### config.mk
export PLATFORM = sky130hd
export DESIGN_NAME = pipe_ctrl
export DESIGN_NICKNAME = d
export VERILOG_FILES = /design/src/rtl/pipe_ctrl_pkg.sv /design/src/rtl/pipe_ctrl_hazard_detect.sv /design/src/rtl/pipe_ctrl.sv
export SDC_FILE = /design/constraint.sdc
export NUM_CORES = 1
export LEC_CHECK = 0
export CELL_PAD_IN_SITES_DETAIL_PLACEMENT = 1
export CELL_PAD_IN_SITES_GLOBAL_PLACEMENT = 2
export CORE_UTILIZATION = 18
export DETAILED_ROUTE_END_ITERATION = 8
export PLACE_DENSITY_LB_ADDON = 0.15
export SLEW_MARGIN = 20
export SYNTH_ARGS = -nofsm -noshare
export SYNTH_HDL_FRONTEND = slang
export SYNTH_SLANG_ARGS = --single-unit
### constraint.sdc
create_clock -name clk -period 3.7 [get_ports clk]
set_input_delay 0.74 -clock clk [delete_from_list [all_inputs] [get_ports clk]]
set_output_delay 0.74 -clock clk [all_outputs]
set_load 0.02 [all_outputs]
### src/rtl/pipe_ctrl_pkg.sv
// Shared types for the pipeline hazard controller: stage-control bundle,
// wait-state encoding and the bubble instruction.
package pipe_ctrl_pkg;

    typedef enum logic [1:0] {
        ST_RUN     = 2'd0,
        ST_LS_WAIT = 2'd1,
        ST_MD_WAIT = 2'd2,
        ST_IF_WAIT = 2'd3
    } state_e;

    typedef struct packed {
        logic stall_pc;
        logic stall_id;
        logic stall_ex;
        logic stall_ls;
        logic flush_id;
        logic flush_ex;
        logic flush_ls;
        logic flush_wb;
    } stage_ctrl_t;

    // addi x0, x0, 0 -- what a flushed stage register carries
    localparam logic [31:0] NOP_INSTR = 32'h0000_0013;

    function automatic state_e wait_cause(input logic ls_wait,
                                          input logic md_busy,
                                          input logic if_wait);
        if (ls_wait)      return ST_LS_WAIT;
        else if (md_busy) return ST_MD_WAIT;
        else if (if_wait) return ST_IF_WAIT;
        else              return ST_RUN;
    endfunction

endpackage

### src/rtl/pipe_ctrl_hazard_detect.sv
// Load-use detector: a load in EX whose rd is read by the instruction in ID.
module pipe_ctrl_hazard_detect
    import pipe_ctrl_pkg::*;
(
    input  logic [4:0] rs1_idx_i,
    input  logic [4:0] rs2_idx_i,
    input  logic       rs1_used_i,
    input  logic       rs2_used_i,
    input  logic [4:0] rd_idx_i,
    input  logic       wben_i,
    input  logic       is_load_i,
    output logic       load_use_o
);

    logic rs1_hit;
    logic rs2_hit;

    assign rs1_hit    = rs1_used_i & (rs1_idx_i == rd_idx_i);
    assign rs2_hit    = rs2_used_i & (rs2_idx_i == rd_idx_i);
    assign load_use_o = is_load_i & wben_i & (|rd_idx_i) & (rs1_hit | rs2_hit);

endmodule

### src/rtl/pipe_ctrl.sv
// Pipeline hazard controller: per-stage stall/flush, PC redirect, fetch
// squash tracking, stall-cycle counter and wait-state hang watchdog.
//
//   state      | meaning
//   -----------+---------------------------------------------
//   ST_RUN     | no wait cause active
//   ST_LS_WAIT | data-memory access outstanding
//   ST_MD_WAIT | mul/div in EX not finished
//   ST_IF_WAIT | instruction fetch outstanding
module pipe_ctrl
    import pipe_ctrl_pkg::*;
#(
    parameter int XLEN    = 64,
    parameter int TIMEOUT = 1024,
    parameter int CNT_W   = 32
) (
    input  logic             clk,
    input  logic             rst,
    input  logic [4:0]       rs1_idx_id_i,
    input  logic [4:0]       rs2_idx_id_i,
    input  logic             rs1_used_id_i,
    input  logic             rs2_used_id_i,
    input  logic [4:0]       rd_idx_ex_i,
    input  logic             wben_ex_i,
    input  logic             is_load_ex_i,
    input  logic             is_jump_ex_i,
    input  logic [XLEN-1:0]  pc_jump_ex_i,
    input  logic             md_busy_ex_i,
    input  logic             if_req_i,
    input  logic             if_ready_i,
    input  logic             ls_req_i,
    input  logic             ls_ready_i,
    output logic             stall_pc_o,
    output logic             stall_id_o,
    output logic             stall_ex_o,
    output logic             stall_ls_o,
    output logic             flush_id_o,
    output logic             flush_ex_o,
    output logic             flush_ls_o,
    output logic             flush_wb_o,
    output logic             redirect_o,
    output logic [XLEN-1:0]  redirect_pc_o,
    output logic             if_squash_o,
    output logic [CNT_W-1:0] stall_cnt_o,
    output logic             hang_o
);

    localparam int              WC_W   = $clog2(TIMEOUT + 1);
    localparam logic [WC_W-1:0] WC_MAX = WC_W'(TIMEOUT);

    state_e            state_q, state_d;
    logic [WC_W-1:0]   wait_cnt_q, wait_cnt_d;
    logic              squash_q, squash_d;
    logic              hang_q, hang_d;
    logic [CNT_W-1:0]  stall_cnt_q, stall_cnt_d;

    stage_ctrl_t       ctrl;
    logic              redirect;
    logic              squash_hit;
    logic              load_use;
    logic              ls_wait;
    logic              if_wait;
    state_e            cause;

    pipe_ctrl_hazard_detect u_hazard_detect (
        .rs1_idx_i  (rs1_idx_id_i),
        .rs2_idx_i  (rs2_idx_id_i),
        .rs1_used_i (rs1_used_id_i),
        .rs2_used_i (rs2_used_id_i),
        .rd_idx_i   (rd_idx_ex_i),
        .wben_i     (wben_ex_i),
        .is_load_i  (is_load_ex_i),
        .load_use_o (load_use)
    );

    assign ls_wait = ls_req_i & ~ls_ready_i;
    assign if_wait = if_req_i & ~if_ready_i;
    assign cause   = wait_cause(ls_wait, md_busy_ex_i, if_wait);

    // Only the highest-priority cause shapes the controls.
    always_comb begin
        ctrl       = '0;
        redirect   = 1'b0;
        squash_hit = 1'b0;
        if (ls_wait) begin
            ctrl.stall_pc = 1'b1;
            ctrl.stall_id = 1'b1;
            ctrl.stall_ex = 1'b1;
            ctrl.stall_ls = 1'b1;
            ctrl.flush_wb = 1'b1;
        end else if (md_busy_ex_i) begin
            ctrl.stall_pc = 1'b1;
            ctrl.stall_id = 1'b1;
            ctrl.stall_ex = 1'b1;
            ctrl.flush_ls = 1'b1;
        end else if (is_jump_ex_i) begin
            redirect      = 1'b1;
            ctrl.flush_id = 1'b1;
            ctrl.flush_ex = 1'b1;
        end else if (load_use) begin
            ctrl.stall_pc = 1'b1;
            ctrl.stall_id = 1'b1;
            ctrl.flush_ex = 1'b1;
        end else if (if_wait) begin
            ctrl.stall_pc = 1'b1;
            ctrl.flush_id = 1'b1;
        end
        // A response that belongs to the pre-redirect path is dropped.
        squash_hit = if_ready_i & (squash_q | redirect);
        if (squash_hit) begin
            ctrl.flush_id = 1'b1;
        end
        if (rst) begin
            ctrl       = '0;
            redirect   = 1'b0;
            squash_hit = 1'b0;
        end
    end

    always_comb begin
        state_d     = state_q;
        wait_cnt_d  = wait_cnt_q;
        squash_d    = squash_q;
        hang_d      = hang_q;
        stall_cnt_d = stall_cnt_q + CNT_W'(ctrl.stall_pc);
        if (rst) begin
            state_d     = ST_RUN;
            wait_cnt_d  = '0;
            squash_d    = 1'b0;
            hang_d      = 1'b0;
            stall_cnt_d = '0;
        end else begin
            state_d = cause;
            if (cause == ST_RUN) begin
                wait_cnt_d = '0;
            end else if (cause != state_q) begin
                wait_cnt_d = WC_W'(1);
            end else if (wait_cnt_q != WC_MAX) begin
                wait_cnt_d = wait_cnt_q + 1'b1;
            end
            hang_d = hang_q | (wait_cnt_d == WC_MAX);
            if (redirect & if_wait) begin
                squash_d = 1'b1;
            end else if (squash_q & if_ready_i) begin
                squash_d = 1'b0;
            end
        end
    end

    always_ff @(posedge clk) begin
        state_q     <= state_d;
        wait_cnt_q  <= wait_cnt_d;
        squash_q    <= squash_d;
        hang_q      <= hang_d;
        stall_cnt_q <= stall_cnt_d;
    end

    assign stall_pc_o    = ctrl.stall_pc;
    assign stall_id_o    = ctrl.stall_id;
    assign stall_ex_o    = ctrl.stall_ex;
    assign stall_ls_o    = ctrl.stall_ls;
    assign flush_id_o    = ctrl.flush_id;
    assign flush_ex_o    = ctrl.flush_ex;
    assign flush_ls_o    = ctrl.flush_ls;
    assign flush_wb_o    = ctrl.flush_wb;
    assign redirect_o    = redirect;
    assign redirect_pc_o = redirect ? pc_jump_ex_i : '0;
    assign if_squash_o   = squash_hit;
    assign stall_cnt_o   = stall_cnt_q;
    assign hang_o        = hang_q;

endmodule

# == Word level (Yosys, flattened, before mapping) ==
# Cells that the tools add are included.
# op_classes
n_bitwise,15
n_mux,29
reduce_logical,3
eq_ne,5
add_sub_neg,2
# op_table
cell,n
$mux W64,1
$mux W11,4
$add A32 B1 Y32,1
$mux W1,14
$mux W2,7
$add A11 B1 Y11 const B,1
$eq A11 B11 Y1 const B,1
$ne A11 B11 Y1 const B,1
$and A1 B1 Y1,10
$eq A5 B5 Y1,2
$mux W8,1
$mux W3,2
$reduce_or A5 Y1,1
$or A1 B1 Y1,3
$logic_not A2 Y1,1
$ne A2 B2 Y1,1
$not A1 Y1,2
$reduce_bool A2 Y1,1
# totals
reg_bits,47
out_inout_bits,107
word_cells,59

# == Depth between registers and ports, before layout ==
# logic_depth
word_depth,11
depth_mapped,12
mapped_depth_nobuf,11

# == Cells and area by module ==
# Synthesis repeated with hierarchy kept, for this count alone.
# hier_totals
cells_unflattened,374
hier_area_um2,2929.1
# modules_own_cells
mod,area_per_inst_um2,instances,cells_per_inst
pipe_ctrl,2793.9,1,357
pipe_ctrl_hazard_detect,135.1,1,17

# == Worst setup path after synthesis ==
# No wires, ideal clock.
# synth_timing
path_kind,input -> register
from,input port rd_idx_ex_i[0]
to,"register stall_cnt_q[30], in the netlist stall_cnt_o[30]"
setup_time_ns,0.070
t_arrival_ns,3.522
path_stages,11
n_path_buf,0
t_required_ns,3.630
slack_ns,0.108
path_cell_list,xor2_1 > nor4_1 > and3_1 > o211ai_1 > a221oi_1 > ha_1 > ha_1 > nand4_1 > or2_2 > or3_1 > a21oi_1
# synth_via
elab_chain_cells,10
word_cells_on_any_way,14
# synth_rtl
element,line_no,text
from (decl),pipe_ctrl.sv:23,"input logic [4:0] rd_idx_ex_i,"
$eq A5 B5 Y1 (on tied branches),"pipe_ctrl_hazard_detect.sv:18, pipe_ctrl_hazard_detect.sv:19",
$and A1 B1 Y1 (on tied branches),"pipe_ctrl_hazard_detect.sv:18, pipe_ctrl_hazard_detect.sv:19",
$or A1 B1 Y1,pipe_ctrl_hazard_detect.sv:20,assign load_use_o = is_load_i & wben_i & (|rd_idx_i) & (rs1_hit | rs2_hit);
$and A1 B1 Y1 (*),pipe_ctrl_hazard_detect.sv:20,
$mux W1 (*),pipe_ctrl.sv:100,end else if (load_use) begin
$mux W2 (*),pipe_ctrl.sv:96,end else if (is_jump_ex_i) begin
$mux W2 (*),pipe_ctrl.sv:91,end else if (md_busy_ex_i) begin
$mux W3 (*),pipe_ctrl.sv:85,if (ls_wait) begin
$mux W8 (*),pipe_ctrl.sv:113,if (rst) begin
via stall_pc_o,pipe_ctrl.sv:33,"output logic stall_pc_o,"
$add A32 B1 Y32 (*),pipe_ctrl.sv:125,stall_cnt_d = stall_cnt_q + CNT_W'(ctrl.stall_pc);
to (signal assigned),pipe_ctrl.sv:155,stall_cnt_q <= stall_cnt_d;
to (decl),pipe_ctrl.sv:55,"logic [CNT_W-1:0] stall_cnt_q, stall_cnt_d;"
# The timed path passes the listed nets; every way through them passes the cells marked *.
# A chain may end at the register's enable or synchronous reset.

# == Worst setup path in the final report ==
# layout_timing
from,input port is_jump_ex_i
to,output port redirect_pc_o[11]
# layout_via
elab_chain_cells,5
# layout_rtl
element,line_no,text
from (decl),pipe_ctrl.sv:26,"input logic is_jump_ex_i,"
$mux W1,pipe_ctrl.sv:96,
$mux W1,pipe_ctrl.sv:91,
$mux W1,pipe_ctrl.sv:85,
$mux W1,pipe_ctrl.sv:113,
$mux W64,pipe_ctrl.sv:167,assign redirect_pc_o = redirect ? pc_jump_ex_i : '0;
to (decl),pipe_ctrl.sv:42,"output logic [XLEN-1:0] redirect_pc_o,"
# No other way between the ends.

==> run summary <==
The flow ran to the end, and the final reports show no timing, DRC or antenna violations. The first-pass detailed-route iteration total is 4, and the final estimated routing congestion in global placement is 0.766. The final critical path takes up 98.3% of the cycle.

Combinational logic is responsible for 20.5% of the overall power. Flop and latch count out of synthesis: 47. The synthesized design devotes to its leading area cell type 31.6% of total area.

In this run the static leakage power is 1.94 nW. In this run the remaining antenna-violating nets after routing total 0. Clock tree synthesis inserted a total of 5 buffers. The clock network burns 38.3% of the power. Data arrives at the worst endpoint at 2.90 ns.

The clock period minus worst slack is 3.64 ns, and the clock skew is 0.00793 ns. The worst-path maximum fanout works out to 67. Hold violation total from the final report: 0.

Most frequent cell after synthesis: sky130_fd_sc_hd__and2_1. For the post-placement setup slack, the log shows -0.152 ns. The most common cell type on the critical path was sky130_fd_sc_hd__clkdlybuf4s50_1.

The clock tree root driver cell is sky130_fd_sc_hd__clkbuf_16. In the synthesized netlist, the cells that appear most often are sky130_fd_sc_hd__and2_1, sky130_fd_sc_hd__dfxtp_1, sky130_fd_sc_hd__nor2_1. Setup repair after global routing could not meet its margin everywhere. Once the clock tree was built, the setup fixing pass inserted 0 buffers.

The tools report the number of violations of the max-capacitance limit as 0. Number of enable-type register cells in the synthesized netlist: 0. In this run the power spent charging and discharging nets is 0.000330 W. The largest incremental delay on the critical path is 0.62 ns. sky130_fd_sc_hd__dfxtp_1 takes more of the synthesized area than any other cell. The post-route netlist has 6.64% of its cells at a drive strength greater than 1. In this run the tightest slew margin relative to its limit is 53.2%.

The run gives 16000 um2 as the core area. In this run the critical register-to-register path is captured at hang_o. Worst hold endpoint: hang_o. Power spread over the standard cell area amounts to 229 nW/um2.

After synthesis, the share of flip-flops with an asynchronous set or reset is 0%. The run gives 0 as the count of yosys warnings during synthesis. The logic depth of the worst register-to-register path was 6; the count of nets after finishing was 681. Broken down by cell family, the worst path's largest delay share belongs to buffers and inverters.

Across the VDD grid, the largest voltage drop is 0.000149 V. Detailed routing inserted a total of 3418 vias. The die is 131 um tall.

Sequential cells burn 41.1% of the power. For the worst path required time, the log shows 2.96 ns. For the synthesized netlist net count, the log shows 479. The startpoint identified for the worst register-to-register timing path is wait_cnt_q[1]. A synthesized cell averages 7.76 um2. The run gives 0 as the post-detailed-route DRC marker count. The tools report the routed wire length as 12.7 mm.

The worst setup path is launched from an input pin. The I/O pin count came out at 198. The utilization after layout was 34.1%; the antenna diode count was 0.

Counting every sink on the clock net gives 47. The tools report the type of element capturing the critical path as a primary output. The mapped netlist covers 2980 um2.

The logs give 275 MHz for the peak clock frequency supported by timing and 49 for the number of distinct library cells after synthesis. The insertion delay to the later sink of the worst-skew pair was 0.30 ns. The most used flip-flop cell after synthesis is sky130_fd_sc_hd__dfxtp_1. The worst register-to-register path has a setup slack of 1.35 ns. The least setup slack across all paths after layout is 0.0635 ns. Overall power consumption after layout is estimated at 0.00125 W. The initialized floorplan defines 46 standard-cell rows. Depth of the CTS H-tree: 2. Setup violations remaining at the end of the flow were counted as 0.

The number of instances in the synthesized netlist was 384. The first global-routing pass estimated 19.2 mm of wire. In the global route stage, overall resource usage came out at 14.9%.

The worst hold path passes through 2 cells. Port buffering added 197 buffers. Once the floorplan was initialized, standard cells occupied 18.6% of the core. After clock tree synthesis, the clock-pin slew on the worst setup and hold paths is 0.07 ns. In this run, placement finished with an instance count of 795.

The first routing iteration left 81 violations. The max-slew violation count was 0. Together, buffers and inverters on the worst path number 4. The cell-internal power is 0.000919 W, and the number of fillers in the final layout is 1940. The logs give 10.4 mm for the HPWL after detailed placement and 31.6% for the fraction of the yosys area taken by sequential cells. Die boundary width: 131 um.

The run gives 3608 as the number of global-route vias before repair. Walking the worst path, the cells encountered are clkdlybuf4s50_1, inv_1, nor4_2, buf_12, and2_1, clkdlybuf4s50_1. Switching portion of total power: 26.4%. Non-filler instance count after layout: 803.

For this design, the slowest cell found on the critical path is sky130_fd_sc_hd__clkdlybuf4s50_1. For the area enclosed by the die boundary, the log shows 17100 um2. The tools report the maximum number of pins on one net before global-route repair as 68. The number of buffers on the longest clock path came out at 2.

The initial antenna violation count is 0. Class of the worst hold path: reg -> reg. The area growth from synthesis to layout is 82.8%. In the post-synthesis netlist, the biggest area contributors are sky130_fd_sc_hd__dfxtp_1, sky130_fd_sc_hd__and2_1, sky130_fd_sc_hd__xnor2_1. The routed wirelength normalized by instance count came out at 15.8 um. For the pin with the worst max-slew slack, the measured transition is 0.692 ns.

In this run the most critical hold path is launched from hang_o. The worst setup path is of the in -> out kind. The global-route congestion overflow total is 0. TritonCTS built the clock tree.

After detailed routing, the number of vias per cell comes to 4.26.
==> sequential cells by signal, summed over array words and instances (netlist names) <==
| name | count |
|---|---|
| hang_o | 1 |
| squash_q | 1 |
| stall_cnt_o | 32 |
| state_q | 2 |
| wait_cnt_q | 11 |
==> cell usage in the layout (no fill, tap or decap), types with 2 or more instances in the layout <==
cell type	count
sky130_fd_sc_hd__or3_1	3
sky130_fd_sc_hd__nor3b_1	3
sky130_fd_sc_hd__nor2b_1	7
sky130_fd_sc_hd__nor2_1	43
sky130_fd_sc_hd__xor2_1	17
sky130_fd_sc_hd__nand2b_1	2
sky130_fd_sc_hd__and4_1	5
sky130_fd_sc_hd__a21o_1	2
sky130_fd_sc_hd__o21ba_2	2
sky130_fd_sc_hd__o21ai_0	6
sky130_fd_sc_hd__dfxtp_1	47
sky130_fd_sc_hd__and3_1	7
sky130_fd_sc_hd__nand4_1	7
sky130_fd_sc_hd__nand2_1	16
sky130_fd_sc_hd__ha_1	4
sky130_fd_sc_hd__clkbuf_16	5
sky130_fd_sc_hd__nor4b_1	2
sky130_fd_sc_hd__a31oi_1	2
sky130_fd_sc_hd__clkdlybuf4s50_1	192
sky130_fd_sc_hd__and2_1	67
sky130_fd_sc_hd__buf_4	20
sky130_fd_sc_hd__a21oi_1	12
sky130_fd_sc_hd__nor3_1	22
sky130_fd_sc_hd__nor4_1	8
sky130_fd_sc_hd__inv_1	16
sky130_fd_sc_hd__nand3_1	15
sky130_fd_sc_hd__dlygate4sd2_1	4
sky130_fd_sc_hd__nor4_2	2
sky130_fd_sc_hd__xnor2_1	26
sky130_fd_sc_hd__inv_6	2
==> metrics by stage <==
stage	setup TNS [ns]	hold WS (ns)	cell area (um2)
3_5_place_dp	-1.62	0.486	5300
5_1_grt	-0.00320	0.533	5450
4_1_cts	0	0.505	5440
2_1_floorplan	0	0.483	2980
3_3_place_gp	-0.121	0.465	5300
6_report	0	0.507	5450
==> worst register-to-register path: stages (launching register included) <==
cell	delay, ns
sky130_fd_sc_hd__dfxtp_1	0.39
sky130_fd_sc_hd__ha_1	0.32
sky130_fd_sc_hd__nand3_1	0.30
sky130_fd_sc_hd__or4b_1	0.54
sky130_fd_sc_hd__a21oi_1	0.14
sky130_fd_sc_hd__o21ai_0	0.13
sky130_fd_sc_hd__o41ai_1	0.41
==> what timing repair did <==
item / 4_1_cts / 5_1_grt
resized for setup: 4 / 2
hold buffers: 0 / 0
pin swaps: 0 / 0
endpoints found under the setup margin: 4 / 7
==> cell families after synthesis <==
| family | Yosys count | share of synthesized area, % |
|---|---|---|
| muxes | 2 | 0.713 |
| adders and majority gates | 4 | 1.68 |
| xor gates and xnor gates | 43 | 12.6 |
| DFF | 47 | 31.6 |
| and+or+nand+nor | 214 | 40.2 |
| AOI/OAI and AO/OA | 35 | 7.72 |
| buffers and inverters | 39 | 5.46 |
==> final cells by class <==
cell class	instances	area [um2]	area share, %
inverter	16	60.1	1.10
clock buffer	5	125	2.30
clock inverter	3	22.5	0.413
tap	216	270	4.96
sequential	47	941	17.3
timing repair buffer	218	2140	39.3
multi-input combinational	298	1890	34.7
==> power by group through the flow <==
stage	sequential, W	clock, W	combinational, W
4_1_cts	0.000514	0.000498	0.000260
3_3_place_gp	0.000526	0	0.000260
5_1_grt	0.000515	0.000521	0.000275
2_1_floorplan	0.000527	0	0.0000861
6_report	0.000514	0.000479	0.000256
3_5_place_dp	0.000526	0	0.000261
==> metal layers <==
layer	global-route usage (%)	share of wire (%)	vias up
li1	-	-	1691
met1	15.1	37	1603
met2	28.4	54	118
met3	5.42	8.0	6
met4	3.92	1.0	0
met5	0	0	-
==> worst max path at each step <==
stage               depth (start not counted)           endpoint            from  slack, ns
floorplan                                  11    stall_cnt_o[30]  rd_idx_ex_i[0]       0.11
global placement                            7         stall_pc_o  rd_idx_ex_i[0]      -0.05
detailed placement                         12    stall_cnt_o[30]  rd_idx_ex_i[0]      -0.15
CTS                                         6  redirect_pc_o[11]    is_jump_ex_i       0.05
global route                                6  redirect_pc_o[12]    is_jump_ex_i     -0.003
finish                                      6  redirect_pc_o[11]    is_jump_ex_i       0.06
No activity file was read; power rests on OpenSTA's default activity.
